### src/rtl/vga_fb_pkg.sv
// Shared types and default geometry for the 160x120x6b frame-buffer scheduler.
package vga_fb_pkg;

  localparam int FB_ADDR_W = 15;
  localparam int FB_DATA_W = 6;
  localparam int FB_DEPTH  = 19200;

  typedef enum logic {
    IDLE,
    CLEAR
  } state_e;

  typedef enum logic [1:0] {
    DISP,
    HOST,
    FILL
  } owner_e;

endpackage

### src/rtl/vga_fb_fill.sv
// Clear engine: walks 0..DEPTH-1 one write per granted slot with a latched colour,
// then pulses done for one clock.
module vga_fb_fill
  import vga_fb_pkg::*;
#(
  parameter int ADDR_W = FB_ADDR_W,
  parameter int DATA_W = FB_DATA_W,
  parameter int DEPTH  = FB_DEPTH
) (
  input  logic              clk,
  input  logic              reset_n,
  input  logic              start,
  input  logic [DATA_W-1:0] color_in,
  input  logic              step,
  output logic              busy,
  output logic [ADDR_W-1:0] addr,
  output logic [DATA_W-1:0] color,
  output logic              done
);

  localparam logic [ADDR_W-1:0] LAST_ADDR = ADDR_W'(DEPTH - 1);

  state_e            state_q, state_d;
  logic [ADDR_W-1:0] addr_q, addr_d;
  logic [DATA_W-1:0] color_q, color_d;
  logic              done_q, done_d;

  always_comb begin
    // NOTE: every signal gets a default before the case so no path leaves it
    // unassigned; that is what keeps this block from inferring latches.
    state_d = state_q;
    addr_d  = addr_q;
    color_d = color_q;
    done_d  = 1'b0;
    unique case (state_q)
      IDLE: begin
        if (start) begin
          state_d = CLEAR;
          addr_d  = '0;
          color_d = color_in;
        end
      end
      CLEAR: begin
        if (step) begin
          if (addr_q == LAST_ADDR) begin
            state_d = IDLE;
            done_d  = 1'b1;
          end else begin
            addr_d = addr_q + ADDR_W'(1);
          end
        end
      end
      default: state_d = IDLE;
    endcase
  end

  // NOTE: state uses non-blocking assignments so every flop samples the
  // pre-edge values, independent of statement order.
  always_ff @(posedge clk or negedge reset_n) begin
    if (!reset_n) begin
      state_q <= IDLE;
      addr_q  <= '0;
      color_q <= '0;
      done_q  <= 1'b0;
    end else begin
      state_q <= state_d;
      addr_q  <= addr_d;
      color_q <= color_d;
      done_q  <= done_d;
    end
  end

  assign busy  = (state_q == CLEAR);
  assign addr  = addr_q;
  assign color = color_q;
  assign done  = done_q;

endmodule

### src/rtl/vga_fb_sched.sv
// Slot scheduler for the single-port frame-buffer RAM: display fetch, host port, clear engine.
// Optional host readback path is enabled by defining VGA_FB_READBACK_EN.
module vga_fb_sched
  import vga_fb_pkg::*;
#(
  parameter int ADDR_W = FB_ADDR_W,
  parameter int DATA_W = FB_DATA_W,
  parameter int DEPTH  = FB_DEPTH
) (
  input  logic              clk,
  input  logic              reset_n,
  output logic              pix_ce,
  input  logic              disp_active,
  input  logic [ADDR_W-1:0] disp_addr,
  output logic [DATA_W-1:0] disp_rgb,
  input  logic              host_valid,
  output logic              host_ready,
  input  logic              host_we,
  input  logic [ADDR_W-1:0] host_addr,
  input  logic [DATA_W-1:0] host_wdata,
  output logic              host_rvalid,
  output logic [DATA_W-1:0] host_rdata,
  input  logic              clr_start,
  input  logic [DATA_W-1:0] clr_color,
  output logic              clr_busy,
  output logic              clr_done,
  output logic              err_oob,
  output logic [ADDR_W-1:0] ram_addr,
  output logic [DATA_W-1:0] ram_wdata,
  output logic              ram_we,
  input  logic [DATA_W-1:0] ram_rdata
);

  localparam logic [ADDR_W-1:0] DEPTH_A = ADDR_W'(DEPTH);

  logic              ph_q, ph_d;
  logic              disp_fetch_q, disp_fetch_d;
  logic [DATA_W-1:0] disp_rgb_q, disp_rgb_d;
  logic              err_oob_q, err_oob_d;

  owner_e            owner;
  logic              host_oob, host_is_wr, host_xfer;
  logic              fill_busy, fill_step;
  logic [ADDR_W-1:0] fill_addr;
  logic [DATA_W-1:0] fill_color;

`ifdef VGA_FB_READBACK_EN
  assign host_is_wr = host_we;
`else
  logic unused_host_we;
  assign unused_host_we = host_we;
  assign host_is_wr     = 1'b1;
`endif

  always_comb begin
    ph_d   = ~ph_q;
    pix_ce = ~ph_q;

    // Active display slots always win; idle display slots fall through to host/fill.
    if (!ph_q && disp_active) owner = DISP;
    else if (fill_busy)       owner = FILL;
    else                      owner = HOST;

    host_oob   = (host_addr >= DEPTH_A);
    host_ready = (owner == HOST) && host_valid;
    host_xfer  = host_ready;
    fill_step  = (owner == FILL);

    ram_addr  = host_addr;
    ram_wdata = host_wdata;
    ram_we    = host_xfer && host_is_wr && !host_oob;
    unique case (owner)
      DISP: begin
        ram_addr  = disp_addr;
        ram_wdata = '0;
        ram_we    = 1'b0;
      end
      FILL: begin
        ram_addr  = fill_addr;
        ram_wdata = fill_color;
        ram_we    = 1'b1;
      end
      default: ;
    endcase

    // Flag remembers whether the ph=0 slot fetched; data lands at the end of ph=1.
    disp_fetch_d = ph_q ? disp_fetch_q : disp_active;
    disp_rgb_d   = disp_rgb_q;
    if (ph_q) disp_rgb_d = disp_fetch_q ? ram_rdata : '0;

    err_oob_d = err_oob_q | (host_xfer & host_oob);
  end

  always_ff @(posedge clk or negedge reset_n) begin
    if (!reset_n) begin
      ph_q         <= 1'b0;
      disp_fetch_q <= 1'b0;
      disp_rgb_q   <= '0;
      err_oob_q    <= 1'b0;
    end else begin
      ph_q         <= ph_d;
      disp_fetch_q <= disp_fetch_d;
      disp_rgb_q   <= disp_rgb_d;
      err_oob_q    <= err_oob_d;
    end
  end

  assign disp_rgb = disp_rgb_q;
  assign err_oob  = err_oob_q;

`ifdef VGA_FB_READBACK_EN
  logic              rd_pend_q, rd_pend_d;
  logic              rd_oob_q, rd_oob_d;
  logic [DATA_W-1:0] rd_hold_q, rd_hold_d;
  logic [DATA_W-1:0] rd_data;

  // The RAM answers one clock after the accept, so the valid cycle passes the
  // RAM data straight through and the hold register keeps it afterwards.
  always_comb begin
    rd_pend_d   = host_xfer && !host_we;
    rd_oob_d    = host_oob;
    rd_data     = rd_oob_q ? '0 : ram_rdata;
    rd_hold_d   = rd_pend_q ? rd_data : rd_hold_q;
    host_rvalid = rd_pend_q;
    host_rdata  = rd_pend_q ? rd_data : rd_hold_q;
  end

  always_ff @(posedge clk or negedge reset_n) begin
    if (!reset_n) begin
      rd_pend_q <= 1'b0;
      rd_oob_q  <= 1'b0;
      rd_hold_q <= '0;
    end else begin
      rd_pend_q <= rd_pend_d;
      rd_oob_q  <= rd_oob_d;
      rd_hold_q <= rd_hold_d;
    end
  end
`else
  assign host_rvalid = 1'b0;
  assign host_rdata  = '0;
`endif

  vga_fb_fill #(
    .ADDR_W(ADDR_W),
    .DATA_W(DATA_W),
    .DEPTH (DEPTH)
  ) u_fill (
    .clk     (clk),
    .reset_n (reset_n),
    .start   (clr_start),
    .color_in(clr_color),
    .step    (fill_step),
    .busy    (fill_busy),
    .addr    (fill_addr),
    .color   (fill_color),
    .done    (clr_done)
  );

  assign clr_busy = fill_busy;

endmodule

### config.mk
export PLATFORM = sky130hd
export DESIGN_NAME = vga_fb_sched
export DESIGN_NICKNAME = d
export VERILOG_FILES = /design/src/rtl/vga_fb_pkg.sv /design/src/rtl/vga_fb_fill.sv /design/src/rtl/vga_fb_sched.sv
export SDC_FILE = /design/constraint.sdc
export NUM_CORES = 1
export LEC_CHECK = 0
export CORE_UTILIZATION = 46
export CTS_BUF_LIST = sky130_fd_sc_hd__clkbuf_8
export DETAILED_ROUTE_END_ITERATION = 10
export PLACE_DENSITY = 0.88
export SLEW_MARGIN = 20
export SYNTH_ARGS = -nofsm -noshare
export SYNTH_HDL_FRONTEND = slang
export SYNTH_SLANG_ARGS = --single-unit
### constraint.sdc
create_clock -name clk -period 3.2 [get_ports clk]
set_clock_uncertainty 0.05 [all_clocks]
set_input_delay 0.48 -clock clk [delete_from_list [all_inputs] [get_ports clk]]
set_output_delay 0.48 -clock clk [all_outputs]
set_load 0.02 [all_outputs]
# --- After elaboration in Yosys (flattened, before gate mapping) ---
# Cells that the tools add are included.
word_totals:
  register_bits: 32
  elab_cells: 45
  output_inout_bits: 40
op_classes:
  n_reduce_logical: 8
  add_sub_neg: 1
  eq_ne: 6
  muxes: 17
  order_cmp: 1
  bitwise: 4
op_table:
  columns: ["operator", "n"]
  rows:
  - ["$pmux W15 S2", 2]
  - ["$mux W15", 3]
  - ["$add A15 B1 Y15 const B", 1]
  - ["$eq A15 B15 Y1 const B", 1]
  - ["$ge A15 B15 Y1 const B", 1]
  - ["$pmux W6 S2", 1]
  - ["$mux W1", 6]
  - ["$mux W6", 1]
  - ["$ne A2 B2 Y1 const B", 3]
  - ["$mux W2", 2]
  - ["$pmux W1 S2", 2]
  - ["$logic_and A1 B1 Y1", 3]
  - ["$reduce_and A3 Y1", 1]
  - ["$eq A2 B1 Y1 const B", 1]
  - ["$eq A2 B2 Y1 const B", 1]
  - ["$logic_not A1 Y1", 2]
  - ["$logic_not A2 Y1", 1]
  - ["$not A1 Y1", 2]
  - ["$reduce_and A2 Y1", 1]
  - ["$and A1 B1 Y1", 1]
  - ["$or A1 B1 Y1", 1]

# --- Depth between registers and ports, before layout ---
# Gate-level depths: netlist (run 1).
depth:
  ltp_word: 7
  ltp_mapped: 8

# --- Modules after synthesis ---
# A second synthesis (run 1) with hierarchy kept.
hier_totals:
  cells_unflattened: 225
  area_unflattened_um2: 2135.8
by_module_without_submodules:
  columns: ["module", "area_per_inst_um2", "instances", "cells_each"]
  rows:
  - ["vga_fb_fill", 1214.9, 1, 113]
  - ["vga_fb_sched", 920.9, 1, 112]

# --- Worst setup path after synthesis (run 1) ---
# Ideal clock, no wire load.
synth_timing:
  kind: "register to output"
  start: "register u_fill.state_q, in the netlist u_fill.busy"
  end: "output port ram_addr[12]"
  n_path_buf: 2
  required_time_ns: 2.670
  setup_slack_ns: 1.068
  stages_incl_launch_ff: 5
  arrival_ns: 1.602
  cell_sequence: "dfrtp_1 -> buf_2 -> buf_2 -> mux2i_1 -> o21ai_0"
synth_between:
  elab_chain_len: 4
synth_rtl:
  columns: ["element", "line_no", "rtl"]
  rows:
  - ["from (decl)", "vga_fb_fill.sv:23", "state_e state_q, state_d;"]
  - ["from (signal assigned)", "vga_fb_fill.sv:66", "state_q <= state_d;"]
  - ["$mux W2 (*)", "vga_fb_sched.sv:61", "else if (fill_busy) owner = FILL;"]
  - ["$mux W2 (*)", "vga_fb_sched.sv:60", "if (!ph_q && disp_active) owner = DISP;"]
  - ["$eq A2 B2 Y1 / $logic_not A2 Y1 (equally long branches)", "vga_fb_sched.sv:72", "unique case (owner)"]
  - ["$pmux W15 S2 (*)", "vga_fb_sched.sv:72", null]
  - ["to (decl)", "vga_fb_sched.sv:28", "output logic [ADDR_W-1:0] ram_addr,"]
# Mark *: on every way between the ends. The rest lies on a longest branch, timed or not.

# --- Worst setup path in the final report (run 1) ---
layout_timing:
  start: "input port disp_active"
  end: "output port ram_addr[2]"
layout_between:
  elab_chain_len: 4
layout_rtl:
  columns: ["element", "line_no", "rtl"]
  rows:
  - ["from (decl)", "vga_fb_sched.sv:13", "input logic disp_active,"]
  - ["$logic_and A1 B1 Y1 (*)", "vga_fb_sched.sv:60", null]
  - ["$mux W2 (*)", "vga_fb_sched.sv:60", null]
  - ["$eq A2 B2 Y1 / $logic_not A2 Y1 (equally long branches)", "vga_fb_sched.sv:72", null]
  - ["$pmux W15 S2 (*)", "vga_fb_sched.sv:72", null]
# Marked as above.

==> summary.txt, run 1 <==
Final Non-Filler Cells: 358
Hold Crit Endpoint: err_oob
Worst Path Required: 2670 ps
Slowest cell on crit path: clkdlybuf4s50_1
CP max FO: 24
Pint: 808.5 uW
Post-DP HPWL: 4.080 mm
Critical hold path startpoint: err_oob
Top_reg_cell synth: dfrtp_1
F_max: 363.7 MHz
Switch Pwr: 379.2 uW
TritonCTS clock tree: built
Top post-synthesis cells by area: dfrtp_1 (39%), mux2i_1 (11%), o21ai_0 (6.1%), nand2_1 (5.3%), nand3_1 (4.9%)
I/O pin count: 94
Initial drt markers: 83
ANT cells: 0
Die W: 68.61 um
Reg2Reg Depth: 6
LEAKAGE: 1.370 nW
Site Rows: 23
Critical path capture point type: primary output
Clock root cell: clkbuf_8
Most common cell on crit path: clkdlybuf4s50_1
Number of buffers and inverters on the critical path: 3
Height of the die: 68.61 um
TritonRoute pass-1 iters: 4
RD Place Congestion: 0.8375
Switching share of power: 31.93%
Clock buffer depth: 2
CTS Sinks: 32
DR vias/cell: 5.500
Netlist Area Pre-Place: 2041 um2
Avg WL per Cell: 15.03 um
Final hold vios: 0
Period minus WS final: 2750 ps
Port bufs: 85
WHS Path Cells: 1
Synth Instances: 228
FF-to-FF setup slack: 1020 ps
Unrepaired setup endpoints after global routing: no
Setup Fix Bufs, Post-CTS: 0
Commonest non-fill, non-tap cells in the layout: clkdlybuf4s50_1 (85), dfrtp_1 (32), nand2_1 (29)
Synth warn: 0
Clock latency on the worst-skew pair: 280 ps
Hold-fix buffers at CTS: 0
Max Cap Viol: 0
DP Cell Count: 353
Synth Register Bits: 32
Setup-failing EPs final: 0
Commonest non-fill, non-tap cell in the layout: clkdlybuf4s50_1
Core ar.: 4115 um2
First-pass GRT wire length: 8.293 mm
EDFF count, synth: 0
Vias in the first global route: 1788
Syn Area/Cell: 8.950 um2
Largest net degree at the start of global routing: 33
CTS buffer count: 5
Sequential share of power: 44.3%
Combinational group share of total power: 32.9%
DRC: 0
H-tree depth: 2
DRT antenna net count: 0
Synth cell types: 44
Crit Reg-Reg Endpoint: u_fill.addr[8]
CP Class: input pin to primary output
Critical Path Source Type: input pin
CP Cell Sequence: clkdlybuf4s50_1 -> nor2b_2 -> buf_4 -> nand2_1 -> o21ai_0 -> clkdlybuf4s50_1
Nets: 365
Layout cells sized above 1: 7.792%
Post-CTS Resized: 0
Seq/Total Area, Yosys: 39.24%
Max stage delay on crit path: 640 ps
Power per cell area: 400.7 nW/um2
Die area: 4707 um2
Hold Crit Class: flop to flop
RR Startpoint: u_fill.addr[0]
Drt total wl: 5.381 mm
Total global-route track usage: 24.11%
Cell family with most CP delay: buffers and inverters
Worst vdd ir: 0.3641 mV
Total number of vias: 1969
Grt ovf: 0
Synth top area share: 39.24%
Async SR Flop Fraction: 100.0%
Antenna violations before repair: 0
Final Max Tran Viols: 0
Outcome: complete, no violations
Synth area leader: dfrtp_1
Layout Area Growth over Synthesis: 45.25%
Arrival @ worst endpoint: 2220 ps
Tcrit/Tclk final: 85.93%
Starting Density: 49.59%
Clk pwr share: 22.8%
Fin Setup TNS: 0 ps
Clock-pin slew on the worst setup and hold paths: 60 ps
final cells by class:
class / count / area (um2)
flip-flops and latches: 32 / 800.8
inverters: 9 / 33.78
clock buffers: 5 / 68.82
fillers: 314 / 1151
repair buffers: 91 / 895.9
multi-input cells: 171 / 1102
well taps: 50 / 62.56
power by group through the flow:
stage / Sequential, mW / Combinational [mW] / Clock (mW)
detailed placement: 0.531 / 0.393 / 0
finish: 0.526 / 0.391 / 0.271
floorplan: 0.513 / 0.199 / 0
global placement: 0.528 / 0.382 / 0
CTS: 0.524 / 0.395 / 0.279
global route: 0.532 / 0.429 / 0.294
Yosys cell counts, types with 4 or more instances:
library cell,count
buf_2,4
nand2b_1,4
mux2i_1,23
nand2_1,29
nand4_1,4
clkbuf_1,7
nand3_1,20
o21ai_0,25
inv_1,9
buf_4,7
mux2_2,6
dfrtp_1,32
nor2_1,12
state kept, by name, summed over array words and instances, names as in the netlist:
register      flops
u_fill.addr      15
disp_rgb          6
u_fill.color      6
disp_fetch_q      1
err_oob           1
ph_q              1
u_fill.busy       1
u_fill.done       1
logic make-up (layout without fill, tap and decap cells):
logic type	after synthesis	in the layout	share of synthesized area, %
muxes	30	30	15.33
other	1	7	0.1838
adders and majority gates	1	1	0.6130
buffers and inverters	31	105	7.971
DFF	32	32	39.24
AOI/OAI and AO/OA	45	45	13.92
and+or+nand+nor	85	85	21.46
xor gates and xnor gates	3	3	1.288
metal layers:
layer | part of all wire, % | track usage (%) | wire length, um | vias to the layer above
li1 | - | - | - | 962
met1 | 42 | 28.81 | 2248 | 912
met2 | 48 | 42.65 | 2589 | 84
met3 | 8.4 | 5.757 | 454 | 11
met4 | 1.7 | 7.031 | 89 | 0
met5 | 0 | 0 | 0 | -
stage by stage:
| step | utilization [%] | instance area [um2] | power [mW] | setup slack, ps | hold slack, ps |
|---|---|---|---|---|---|
| after floorplan | - | 2063 | 0.7116 | 1068 | 134.4 |
| after global placement | 70.36 | 2895 | 0.9109 | 467.3 | 389.1 |
| after detailed placement | 70.36 | 2895 | 0.9236 | 479.4 | 403.4 |
| after CTS | 72.03 | 2964 | 1.197 | 432.5 | 417.0 |
| after global routing | 72.03 | 2964 | 1.255 | 345.7 | 441.3 |
| final | 72.03 | 2964 | 1.188 | 450.2 | 413.4 |
how the worst max path moves through the flow:
stage | depth (start not counted) | end | startpoint
2_1_floorplan | 4 | ram_addr[12] | u_fill.busy
3_3_place_gp | 6 | ram_addr[2] | disp_active
3_5_place_dp | 6 | ram_addr[2] | disp_active
4_1_cts | 6 | ram_addr[2] | disp_active
5_1_grt | 6 | ram_addr[2] | disp_active
6_report | 6 | ram_addr[2] | disp_active
No activity file was read; power rests on OpenSTA's default activity.
==> inputs of run 2 (changes only) <==
--- a/config.mk
+++ b/config.mk
@@ -5,11 +5,12 @@
 export SDC_FILE = /design/constraint.sdc
 export NUM_CORES = 1
 export LEC_CHECK = 0
+export CORE_MARGIN = 2
 export CORE_UTILIZATION = 46
 export CTS_BUF_LIST = sky130_fd_sc_hd__clkbuf_8
 export DETAILED_ROUTE_END_ITERATION = 10
 export PLACE_DENSITY = 0.88
-export SLEW_MARGIN = 20
+export SLEW_MARGIN = 10
 export SYNTH_ARGS = -nofsm -noshare
 export SYNTH_HDL_FRONTEND = slang
 export SYNTH_SLANG_ARGS = --single-unit
==> run 2 against run 1 <==
Sequential power hardly changed. Sequential cell count stayed put. Critical path type unchanged. Largest cell class unchanged. Via count is 1.9% higher. Sequential share of layout area is 0.22 points lower. Register-to-register slack worse by 60 ps. Die area is 5.9% higher. Global-route usage is 1.3 points lower.
==> summary.txt, run 2 (synthesis gave the netlist of run 1 again) <==
Outcome: complete, no violations
Met2 Resource Use GR: 38.47% (-4.2 points)
Critical path capture point type: primary output
Setup Fix Bufs, Post-CTS: 0 (unchanged)
Most common cell on crit path: clkdlybuf4s50_1
Max stage delay on crit path: 670 ps (+30 ps)
Grt ovf: 0 (unchanged)
Met1 Use GR: 29.78% (+0.97 points)
Final instance area: 2988 um2 (+0.80%)
LEAKAGE: 1.382 nW (+0.87%)
Post-DP HPWL: 4.096 mm (+0.39%)
Period minus WS final: 2797 ps (+47.22 ps)
Unrepaired setup endpoints after global routing: no
Core Util, Final: 69.10% (-2.9 points)
CTS Sinks: 32 (unchanged)
Register area: 800.8 um2 (unchanged)
Vias in the first global route: 1849 (+3.4%)
Die area: 4985 um2 (+5.9%)
Setup-failing EPs final: 0 (unchanged)
Starting Density: 47.19% (-2.4 points)
Max transition margin: 65.94%
Clock-pin slew on the worst setup and hold paths: 70 ps (about the same)
Max Cap Viol: 0 (unchanged)
Hold-fix buffers at CTS: 0 (unchanged)
H-tree depth: 2 (unchanged)
Total number of vias: 2006 (+1.9%)
Tcrit/Tclk final: 87.41% (+1.5 points)
CP Class: input pin to primary output
I/O pin count: 94 (unchanged)
Minimum hold slack: 413.8 ps (+0.4070 ps)
Site Rows: 24 (+4.3%)
Multi-input gate area: 1102 um2 (unchanged)
DRC: 0 (unchanged)
Avg WL per Cell: 15.24 um (+1.4%)
Fill cell count: 344 (+9.6%)
Critical Path Source Type: input pin
CP max FO: 34 (+42%)
Nets: 363 (-0.55%)
RD Place Congestion: 0.8347 (-0.33%)
Final hold vios: 0 (unchanged)
Largest net degree at the start of global routing: 35 (+6.1%)
Grt met3 use: 3.846% (-1.9 points)
Hold Crit Class: flop to flop
Worst Path Required: 2670 ps (about the same)
Clock buffer depth: 2 (unchanged)
Post-place instance area: 2895 um2 (unchanged)
Number of buffers and inverters on the critical path: 3 (unchanged)
TritonRoute pass-1 iters: 4 (unchanged)
Antenna violations before repair: 0 (unchanged)
Initial drt markers: 151 (+82%)
Core ar.: 4324 um2 (+5.1%)
DRT antenna net count: 0 (unchanged)
Busiest grt layer: met2
CTS buffer count: 5 (unchanged)
Clock root cell: clkbuf_8
Cell family with most CP delay: buffers and inverters
Power per cell area: 412.7 nW/um2 (+3.0%)
Post-CTS Resized: 0 (unchanged)
Fin Setup TNS: 0 ps (unchanged)
F_max: 357.5 MHz (-1.7%)
Height of the die: 70.61 um (+2.9%)
Clock latency on the worst-skew pair: 280 ps (about the same)
DR vias/cell: 5.557 (+1.0%)
TritonCTS clock tree: built
Port bufs: 85 (unchanged)
Die W: 70.61 um (+2.9%)
Layout Area Growth over Synthesis: 46.41%
CP Cell Sequence: clkdlybuf4s50_1 -> nor2b_2 -> buf_4 -> nand2_1 -> o21ai_0 -> clkdlybuf4s50_1
First-pass GRT wire length: 9.025 mm (+8.8%)
DP Cell Count: 353 (unchanged)
Worst vdd ir: 0.3015 mV (-17%)
ANT cells: 0 (unchanged)
Final WS setup: 403.0 ps (-47.22 ps)
Commonest non-fill, non-tap cells in the layout: clkdlybuf4s50_1 (85), dfrtp_1 (32), nand2_1 (29)
Max reg flops: 15 (unchanged)
Actual slew at the worst max-slew pin: 510.8 ps
Final Max Tran Viols: 0 (unchanged)
Final Non-Filler Cells: 361 (+0.84%)
Drt total wl: 5.502 mm (+2.2%)
Power Total: 1.233 mW (+3.8%)
Setup WS pre-CTS: 458.0 ps (-21.43 ps)
Total global-route track usage: 22.83% (-1.3 points)
Arrival @ worst endpoint: 2270 ps (+50 ps)
Layout cells sized above 1: 8.091% (+0.30 points)
Commonest non-fill, non-tap cell in the layout: clkdlybuf4s50_1
Slowest cell on crit path: clkdlybuf4s50_1
-- run 2: changes by cell type in the layout (fill, tap and decap cells not counted), sizes merged --
cell,before,now
clkinv,0,2
clkbuf,5,6
buf,6,4
-- run 2: cell type report --
cell class | count | share of cell area, %
clock buffer | 6 | 2.764
timing repair buffer | 89 | 29.90
inverter | 9 | 1.131
sequential | 32 | 26.80
tap | 52 | 2.178
clock inverter | 2 | 0.3350
multi-input combinational | 171 | 36.89
-- run 2: where the power goes --
part	internal, mW	switching [mW]
sequential	0.456	0.0666
clock	0.171	0.144
combinational	0.212	0.183
total	0.840	0.393
-- run 2: per-layer routing --
layer	vias to the layer above	wire, um
met5	-	0
met4	0	155
met3	19	345
met2	99	2723
met1	927	2277
li1	961	-
-- run 2: worst paths after layout --
path                        startpoint        endpoint  slack, ps  depth (start not counted)
max                        disp_active     ram_addr[6]        400                          6
min                            err_oob         err_oob        410                          1
min in group asynchronous      reset_n            ph_q        550                          2
max reg2reg                       ph_q  u_fill.addr[8]        960                          5
min reg2reg                    err_oob         err_oob        410                          1
max in group asynchronous      reset_n  u_fill.addr[1]       2250                          2
==> inputs of run 3 (changes only) <==
--- a/config.mk
+++ b/config.mk
@@ -10,7 +10,6 @@
 export CTS_BUF_LIST = sky130_fd_sc_hd__clkbuf_8
 export DETAILED_ROUTE_END_ITERATION = 10
 export PLACE_DENSITY = 0.88
-export SLEW_MARGIN = 10
 export SYNTH_ARGS = -nofsm -noshare
 export SYNTH_HDL_FRONTEND = slang
 export SYNTH_SLANG_ARGS = --single-unit
==> results of run 3 <==
The final DEF is identical to that of run 2; final timing and power are the same.
